<file path="config.mk">
export PLATFORM = sky130hd
export DESIGN_NAME = pipeline_ctrl
export DESIGN_NICKNAME = d
export VERILOG_FILES = /design/src/rtl/pipeline_ctrl_pkg.sv /design/src/rtl/pipeline_ctrl_hazard_detect.sv /design/src/rtl/pipeline_ctrl.sv
export SDC_FILE = /design/constraint.sdc
export NUM_CORES = 1
export LEC_CHECK = 0
export CAP_MARGIN = 40
export CORE_AREA = 2 2 39 41
export DETAILED_ROUTE_END_ITERATION = 10
export DIE_AREA = 0 0 41 43
export PLACE_DENSITY_LB_ADDON = 0.3
export RECOVER_POWER = 50
export SYNTH_ARGS = -nofsm -noshare
export SYNTH_HDL_FRONTEND = slang
export SYNTH_SLANG_ARGS = --single-unit
</file>
<file path="constraint.sdc">
create_clock -name clk -period 3.6 [get_ports clk]
set_clock_uncertainty 0.1 [all_clocks]
set_input_delay 0.54 -clock clk [delete_from_list [all_inputs] [get_ports clk]]
set_output_delay 0.54 -clock clk [all_outputs]
set_load 0.01 [all_outputs]
</file>
<file path="src/rtl/pipeline_ctrl_pkg.sv">
// Shared types and defaults for the pipeline stall/flush controller.
package pipeline_ctrl_pkg;

    localparam int REG_W_DEF = 5;
    localparam int CNT_W_DEF = 32;

    typedef enum logic [1:0] {
        ST_RUN   = 2'd0,
        ST_IWAIT = 2'd1,
        ST_DWAIT = 2'd2
    } state_t;

    typedef struct packed {
        logic stall_pc;
        logic stall_if_id;
        logic stall_id_ex;
        logic stall_ex_mem;
        logic stall_mem_wb;
        logic flush_if_id;
        logic flush_id_ex;
    } ctrl_t;

    // Whole-pipe hold used while a data-cache miss is outstanding.
    function automatic ctrl_t ctrl_freeze();
        ctrl_t c;
        c              = '0;
        c.stall_pc     = 1'b1;
        c.stall_if_id  = 1'b1;
        c.stall_id_ex  = 1'b1;
        c.stall_ex_mem = 1'b1;
        c.stall_mem_wb = 1'b1;
        return c;
    endfunction

endpackage

</file>
<file path="src/rtl/pipeline_ctrl_hazard_detect.sv">
// Load-use hazard compare between the load in EX and the sources in ID.
module hazard_detect
    import pipeline_ctrl_pkg::*;
#(
    parameter int REG_W = REG_W_DEF
) (
    input  logic             ex_memread,
    input  logic [REG_W-1:0] ex_rt,
    input  logic [REG_W-1:0] id_rs,
    input  logic [REG_W-1:0] id_rt,
    output logic             load_use
);

    // Register 0 is hardwired, so a load targeting it never creates a hazard.
    always_comb begin
        load_use = ex_memread && (ex_rt != '0) && ((ex_rt == id_rs) || (ex_rt == id_rt));
    end

endmodule

</file>
<file path="src/rtl/pipeline_ctrl.sv">
// Stall/flush controller for the five-stage pipeline: cache misses, load-use, branch redirect.
// Optional saturating perf counters are built when PIPELINE_CTRL_PERF_EN is defined.
//
// state | meaning
// RUN   | no miss outstanding, events handled directly
// IWAIT | I-cache refill in progress, PC held, IF/ID fed bubbles
// DWAIT | D-cache miss in progress, whole pipeline frozen
module pipeline_ctrl
    import pipeline_ctrl_pkg::*;
#(
    parameter int REG_W = REG_W_DEF
`ifdef PIPELINE_CTRL_PERF_EN
    ,
    parameter int CNT_W = CNT_W_DEF
`endif
) (
    input  logic             clk,
    input  logic             rst_n,
    input  logic             icache_miss,
    input  logic             dcache_miss,
    input  logic             branch_taken,
    input  logic             ex_memread,
    input  logic [REG_W-1:0] ex_rt,
    input  logic [REG_W-1:0] id_rs,
    input  logic [REG_W-1:0] id_rt,
    output logic             stall_pc,
    output logic             stall_if_id,
    output logic             stall_id_ex,
    output logic             stall_ex_mem,
    output logic             stall_mem_wb,
    output logic             flush_if_id,
    output logic             flush_id_ex
`ifdef PIPELINE_CTRL_PERF_EN
    ,
    output logic [CNT_W-1:0] perf_istall,
    output logic [CNT_W-1:0] perf_dstall,
    output logic [CNT_W-1:0] perf_loaduse
`endif
);

    state_t state_q, state_d;
    logic   discard_q, discard_d;
    logic   load_use;
    logic   run_rules;
    logic   lu_stall;
    ctrl_t  ctrl;

    hazard_detect #(.REG_W(REG_W)) u_hazard_detect (
        .ex_memread (ex_memread),
        .ex_rt      (ex_rt),
        .id_rs      (id_rs),
        .id_rt      (id_rt),
        .load_use   (load_use)
    );

    // Cycles where the plain RUN priority rules decide outputs and next state:
    // RUN itself, the cycle a refill completes, and the cycle a D-miss clears.
    always_comb begin
        run_rules = (state_q == ST_RUN)
                 || ((state_q == ST_IWAIT) && !icache_miss)
                 || ((state_q == ST_DWAIT) && !dcache_miss);
    end

    always_ff @(posedge clk or negedge rst_n) begin
        if (!rst_n) begin
            state_q   <= ST_RUN;
            discard_q <= 1'b0;
        end else begin
            state_q   <= state_d;
            discard_q <= discard_d;
        end
    end

    always_comb begin
        state_d   = state_q;
        discard_d = discard_q;
        if (run_rules) begin
            if (dcache_miss) begin
                state_d = ST_DWAIT;
            end else if (icache_miss) begin
                state_d = ST_IWAIT;
                if (branch_taken) discard_d = 1'b1;
            end else begin
                // Refill word has arrived (or none pending): any discard is consumed now.
                state_d   = ST_RUN;
                discard_d = 1'b0;
            end
        end else begin
            unique case (state_q)
                ST_IWAIT: begin
                    if (dcache_miss)       state_d   = ST_DWAIT;
                    else if (branch_taken) discard_d = 1'b1;
                end
                ST_DWAIT: state_d = ST_DWAIT;
                default:  state_d = ST_RUN;
            endcase
        end
    end

    always_comb begin
        ctrl     = '0;
        lu_stall = 1'b0;
        if (run_rules) begin
            if (dcache_miss) begin
                ctrl = ctrl_freeze();
            end else if (branch_taken) begin
                ctrl.flush_if_id = 1'b1;
                ctrl.flush_id_ex = 1'b1;
                ctrl.stall_pc    = icache_miss;
            end else if (load_use) begin
                ctrl.stall_pc    = 1'b1;
                ctrl.stall_if_id = 1'b1;
                ctrl.flush_id_ex = 1'b1;
                lu_stall         = 1'b1;
            end else if (icache_miss) begin
                ctrl.stall_pc    = 1'b1;
                ctrl.flush_if_id = 1'b1;
            end
            // A wrong-path word returning from the refill is dropped on its way into ID.
            if (discard_q && !dcache_miss && !icache_miss) ctrl.flush_if_id = 1'b1;
        end else if (state_q == ST_IWAIT) begin
            if (dcache_miss) begin
                ctrl = ctrl_freeze();
            end else begin
                ctrl.stall_pc    = 1'b1;
                ctrl.flush_if_id = 1'b1;
                if (branch_taken) begin
                    ctrl.flush_id_ex = 1'b1;
                end else if (load_use) begin
                    ctrl.stall_if_id = 1'b1;
                    ctrl.flush_id_ex = 1'b1;
                    lu_stall         = 1'b1;
                end
            end
        end else if (state_q == ST_DWAIT) begin
            ctrl = ctrl_freeze();
        end
        if (!rst_n) begin
            ctrl     = '0;
            lu_stall = 1'b0;
        end
    end

    always_comb begin
        stall_pc     = ctrl.stall_pc;
        stall_if_id  = ctrl.stall_if_id;
        stall_id_ex  = ctrl.stall_id_ex;
        stall_ex_mem = ctrl.stall_ex_mem;
        stall_mem_wb = ctrl.stall_mem_wb;
        flush_if_id  = ctrl.flush_if_id;
        flush_id_ex  = ctrl.flush_id_ex;
    end

`ifdef PIPELINE_CTRL_PERF_EN
    logic [CNT_W-1:0] perf_istall_q,  perf_istall_d;
    logic [CNT_W-1:0] perf_dstall_q,  perf_dstall_d;
    logic [CNT_W-1:0] perf_loaduse_q, perf_loaduse_d;

    // Counters saturate at all-ones rather than wrapping.
    always_comb begin
        perf_istall_d  = perf_istall_q;
        perf_dstall_d  = perf_dstall_q;
        perf_loaduse_d = perf_loaduse_q;
        if ((state_q == ST_IWAIT) && !(&perf_istall_q))  perf_istall_d  = perf_istall_q + 1'b1;
        if ((state_q == ST_DWAIT) && !(&perf_dstall_q))  perf_dstall_d  = perf_dstall_q + 1'b1;
        if (lu_stall && !(&perf_loaduse_q))              perf_loaduse_d = perf_loaduse_q + 1'b1;
    end

    always_ff @(posedge clk or negedge rst_n) begin
        if (!rst_n) begin
            perf_istall_q  <= '0;
            perf_dstall_q  <= '0;
            perf_loaduse_q <= '0;
        end else begin
            perf_istall_q  <= perf_istall_d;
            perf_dstall_q  <= perf_dstall_d;
            perf_loaduse_q <= perf_loaduse_d;
        end
    end

    always_comb begin
        perf_istall  = perf_istall_q;
        perf_dstall  = perf_dstall_q;
        perf_loaduse = perf_loaduse_q;
    end
`endif

endmodule

</file>
==> key figures, run 1 <==
Run status
  – Outcome: complete, no violations

Clocking
  – Post-CTS Hold Buffers: 0
  – Post-CTS resize count: 0
  – CTS root buf: clkbuf_4
  – Worst-Skew Late Latency: 0.24 ns
  – Clk sinks: 3
  – Setup repair bufs after CTS: 0
  – Clock slew at reported path FFs: 0.04 ns
  – H-tree lvl count: 1
  – CTS tree: built
  – Num CTS Buffers: 3
  – Clk buf depth: 2

Worst setup path
  – CP max-delay cell: dlygate4sd3_1
  – Cells along the critical path: dlygate4sd3_1, nor2b_1, nor2_1, or4b_1, o21a_1, clkdlybuf4s50_1
  – Crit-path max FO: 6
  – Critical Path AT: 2.62 ns
  – Crit path kind: input port to output pin
  – CP Launch Point: dcache_miss
  – Crit end category: output pin
  – Worst Path Required: 2.96 ns
  – Worst r2r src: state_q[0]
  – Max incr delay on CP: 0.62 ns
  – Startpoint Class: input port

Drt
  – # DRC: 0
  – Routed vias: 529
  – Vias/cell: 5.238
  – WL final: 1141 µm
  – Number of detailed-route iterations in the first pass: 4
  – Wire per inst: 11.30 µm
  – Initial drt markers: 2
  – Final antenna-violating net count: 0

Place
  – Inst Count DP: 97
  – DP HPWL: 950.8 µm
  – Routability cong.: 0.7744
  – IO Port Bufs: 27

Floorplan
  – DIE AREA: 0.001763 mm²
  – IO Count: 28
  – Die extent in y: 43 µm
  – Rows: 14
  – Initial Util: 31.83%
  – DIE WIDTH: 41 µm
  – Core Box Area: 0.001384 mm²

Power
  – Pwr Density: 422.0 mW/mm²
  – Tot Pwr: 0.0003100 W
  – Pleak: 0.2906 nW
  – Max VDD drop: 0.0002012 V

Yosys
  – Yosys top cell by area: xor2_1
  – Most instantiated library cell after synthesis: xor2_1
  – Register area share after synthesis: 17.05%
  – Number of enable flip-flop cells after synthesis: 0
  – Yosys top cell area share: 19.89%
  – Synth Flop Type: dfrtp_1
  – Mapped Nets: 80
  – Yosys warns: 0
  – Distinct cells, synth: 23
  – Syn Inst Count: 56
  – Top post-synthesis cells by count: 10 x xor2_1, 8 x nor2_1, 4 x nor3_1
  – Yosys reg bits: 3
  – Mapped cell area: 440.4 µm²
  – Synth area leaders: xor2_1 20%, dfrtp_1 17%, ha_1 8.5%, nor2_1 6.8%, nor3_1 4.5%
  – Synthesized area per cell: 7.865 µm²
  – Share of flip-flops with an asynchronous set or reset: 100.0%

Min path
  – Min-delay src: discard_q
  – Hold Crit Class: flop to flop

Final layout
  – Fin nets: 110
  – Fin util: 53.07%
  – Ant diodes: 0
  – Share of cells above drive strength 1: 5.882%
  – Area growth from synthesis to layout: 66.76%
  – Final Instance Count excl. Fillers: 101

Timing
  – Final setup fails: 0
  – Final Cycle Share: 90.46%
  – TNS Setup: 0 ns
  – Slew @ Worst Pin: 0.5547 ns
  – Max_slew headroom: 62.70%
  – FMAX: 307.1 MHz
  – Final Hold Fails: 0
  – RSZ-0062 raised after global routing: false
  – Slew Limit Fails: 0
  – Crit path time final: 3.256 ns

Global route
  – First-pass GRT wire length: 1856 µm
  – Antenna violations before repair: 0
  – Largest net degree at the start of global routing: 7
  – GR Overflow Total: 0
  – Global-route usage over all layers: 15.86%
  – Vias in the first global route: 481

Job
  – Max cap viols: 0
## flip-flops by register name, summed over array words and instances, names as in the netlist
register	cells
discard_q	1
state_q	2
## routing by layer
metal / track usage (%) / wire length [µm]
met1: 15.43 / 390
met3: 7.330 / 71
met4: 6.000 / 20
met2: 27.19 / 658
met5: 0 / 0
## worst paths after layout
kind	end	slack, ns	cells past startpoint
min in group asynchronous	state_q[1]	0.49	1
max in group asynchronous	state_q[0]	2.71	1
min	discard_q	0.44	2
max	flush_if_id	0.34	6
max reg2reg	discard_q	2.12	6
min reg2reg	discard_q	0.44	2
## stage by stage
stage	hold WS, ns	setup slack (ns)	cell area (µm²)
CTS	0.4281	0.3419	742.0
floorplan	0.1444	1.430	440.4
global placement	0.3891	0.3632	715.7
finish	0.4439	0.3436	734.5
detailed placement	0.3909	0.3414	715.7
global route	0.4746	0.2731	734.5
## cells in the final DEF (no fill, tap or decap), drive strengths merged
cell type / n
dlygate4sd3: 2
o22ai: 3
inv: 3
nor3: 4
or3: 2
nand2: 3
or4b: 1
xor2: 10
o21a: 1
o41ai: 2
nor2: 8
nor2b: 2
o31ai: 1
nor4: 1
dfrtp: 3
or4: 1
clkbuf: 4
o311a: 1
ha: 3
clkdlybuf4s50: 25
a21oi: 2
a22oi: 1
nand3: 1
o21ai: 1
## area by class of cell
type	count	area [µm²]
fillers	132	649.4
multi-input cells	48	331.6
repair buffers	27	270.3
flip-flops and latches	3	75.07
clock buffers	4	26.28
well taps	16	20.02
inverters	3	11.26
## where the power goes
part | total [W] | leakage, nW | internal [W] | switching (W)
sequential | 0.0000582 | 0.0368 | 0.0000478 | 0.0000104
combinational | 0.000187 | 0.239 | 0.0000963 | 0.0000905
clock | 0.0000651 | 0.0150 | 0.0000419 | 0.0000232
total | 0.000310 | 0.291 | 0.000186 | 0.000124
## logic make-up (layout without fill, tap and decap cells)
family          Yosys count  count (layout)  share of synthesized area (%)
fa+ha+maj                 3               3                          8.524
flops                     3               3                          17.05
simple gates             23              23                          28.69
xor+xnor                 10              10                          19.89
buf+inv                   5              34                          5.965
compound gates           12              12                          19.89
## critical path, delay by kind of cell
family,cells,cell delay [ns]
buffers and inverters,2,1.09
AO/OA/AOI/OAI,1,0.18
AND/OR/NAND/NOR,3,0.80
Note: power is estimated with default switching activity, not from simulation.
==> run 2, diff against run 1 <==
- REMOVE_ABC_BUFFERS: unset -> 1
==> run 2 against run 1 <==
  * Die area did not move
  * Global-route usage rose by 0.80 points
  * Non-clock buffer count did not move
  * Clock-buffer cell count did not move
  * Routed wire length rose by 7.9%
  * Cell count did not move
  * Register-to-register slack barely moved
  * Setup slack got worse by 0.028 ns
==> key figures, run 2 (synthesis results as in run 1) <==
Run status
  – Outcome: complete, no violations

Worst setup path
  – Crit end category: output pin
  – Crit path kind: input port to output pin
  – Worst Path Required: 2.96 ns (about the same)
  – CP max-delay cell: dlygate4sd3_1
  – WP buf/inv: 2 (unchanged)
  – CP Launch Point: dcache_miss
  – Max incr delay on CP: 0.62 ns (about the same)
  – Crit path max-delay family: buffers and inverters
  – Cells along the critical path: dlygate4sd3_1, nor2b_1, nor2_1, or4b_1, o21a_1, clkdlybuf4s50_1
  – Startpoint Class: input port
  – Critical Path AT: 2.64 ns (+0.02 ns)
  – Worst r2r src: state_q[0]
  – Crit-path max FO: 6 (unchanged)

Clocking
  – Clock slew at reported path FFs: 0.04 ns (about the same)
  – Post-CTS resize count: 0 (unchanged)
  – Setup repair bufs after CTS: 0 (unchanged)
  – Num CTS Buffers: 3 (unchanged)
  – H-tree lvl count: 1 (unchanged)
  – CTS tree: built
  – Worst-Skew Late Latency: 0.24 ns (about the same)
  – Clk sinks: 3 (unchanged)
  – Post-CTS Hold Buffers: 0 (unchanged)
  – CTS root buf: clkbuf_4
  – Clk buf depth: 2 (unchanged)

Timing
  – TNS Setup: 0 ns (unchanged)
  – Crit path time final: 3.284 ns (+0.02797 ns)
  – Final setup fails: 0 (unchanged)
  – Final Cycle Share: 91.23% (+0.78 points)
  – FMAX: 304.5 MHz (-0.85%)
  – Max_slew headroom: 65.63% (+2.9 points)
  – Slew Limit Fails: 0 (unchanged)
  – RSZ-0062 raised after global routing: false
  – Slew @ Worst Pin: 0.5112 ns (-0.04353 ns)
  – Final Hold Fails: 0 (unchanged)

Place
  – DP HPWL: 1019 µm (+7.1%)
  – Routability cong.: 0.7858 (+1.5%)
  – IO Port Bufs: 27 (unchanged)

Final layout
  – Fillers: 147 (+11%)
  – Largest regs: state_q (2), discard_q (1)
  – Share of cells above drive strength 1: 5.882% (unchanged)
  – Most frequent cells in the layout: 25 x clkdlybuf4s50_1, 10 x xor2_1, 8 x nor2_1
  – Ant diodes: 0 (unchanged)
  – Biggest register: state_q
  – Commonest non-fill, non-tap cell in the layout: clkdlybuf4s50_1
  – Max reg flops: 2 (unchanged)
  – Area growth from synthesis to layout: 66.76% (unchanged)
  – Fin nets: 110 (unchanged)

Power
  – Pleak: 0.2906 nW (unchanged)
  – Max VDD drop: 0.0001294 V (-36%)
  – Pwr Density: 426.4 mW/mm² (+1.0%)
  – Tot Pwr: 0.0003131 W (+1.0%)

Min path
  – Min-delay src: discard_q
  – Hold Crit Class: flop to flop

Drt
  – Routed vias: 504 (-4.7%)
  – Vias/cell: 4.990 (-4.7%)
  – WL final: 1231 µm (+7.9%)
  – Number of detailed-route iterations in the first pass: 4 (unchanged)
  – Wire per inst: 12.19 µm (+7.9%)
  – Initial drt markers: 5 (+3)
  – Final antenna-violating net count: 0 (unchanged)
  – # DRC: 0 (unchanged)

Job
  – Max cap viols: 0 (unchanged)

Global route
  – First-pass GRT wire length: 1952 µm (+5.2%)
  – Global-route usage over all layers: 16.67% (+0.80 points)
  – GR Overflow Total: 0 (unchanged)
  – Antenna violations before repair: 0 (unchanged)
  – Vias in the first global route: 492 (+2.3%)
  – Largest net degree at the start of global routing: 7 (unchanged)

Floorplan
  – Core Box Area: 0.001384 mm² (unchanged)
  – DIE WIDTH: 41 µm (unchanged)
  – Die extent in y: 43 µm (unchanged)
  – Rows: 14 (unchanged)
  – IO Count: 28 (unchanged)
  – Initial Util: 31.83% (unchanged)
  – DIE AREA: 0.001763 mm² (unchanged)
==> run 2: power by group <==
part	leakage, nW	switching [W]	internal, W	total [W]
logic	0.239	0.0000950	0.0000972	0.000192
registers	0.0368	0.0000100	0.0000477	0.0000578
clock network	0.0150	0.0000214	0.0000418	0.0000632
total	0.291	0.000126	0.000187	0.000313
==> run 2: stage by stage <==
stage	setup WS, ns	instances	instance area (µm²)	hold slack, ns	util [%]
6_report	0.3156	101	734.5	0.4046	53.07
5_1_grt	0.2599	101	734.5	0.4292	53.07
4_1_cts	0.4112	101	742.0	0.4074	53.62
3_5_place_dp	0.4097	97	715.7	0.4029	51.72
3_3_place_gp	0.4305	97	715.7	0.3844	51.72
2_1_floorplan	1.430	54	425.4	0.1444	-
==> run 2: worst register-to-register path, cell delays in order (launching register included) <==
cell and delay [ns]:
dfrtp_1 0.37, inv_1 0.07, ha_1 0.27, nor3_1 0.25, nor2_1 0.11, a21oi_1 0.15, nor2_1 0.05
==> run 2: cell type report <==
cell class                 instances  area, µm²  area share [%]
tap                               16      20.02           2.726
inverter                           3      11.26           1.533
timing repair buffer              27      270.3           36.80
sequential                         3      75.07           10.22
multi-input combinational         48      331.6           45.14
clock buffer                       4      26.28           3.578
==> run 2: final timing paths <==
kind / endpoint / slack, ns / cells past startpoint
max reg2reg: discard_q / 2.11 / 6
min reg2reg: discard_q / 0.40 / 2
max in group asynchronous: state_q[1] / 2.68 / 1
min: discard_q / 0.40 / 2
max: flush_if_id / 0.32 / 6
min in group asynchronous: discard_q / 0.50 / 1
==> run 2: layer usage <==
layer	up-vias	global-route usage (%)	wire length, µm
met5	-	0	0
met4	0	12.00	9
met3	2	2.094	39
met2	13	27.50	692
met1	227	18.01	489
li1	262	-	-
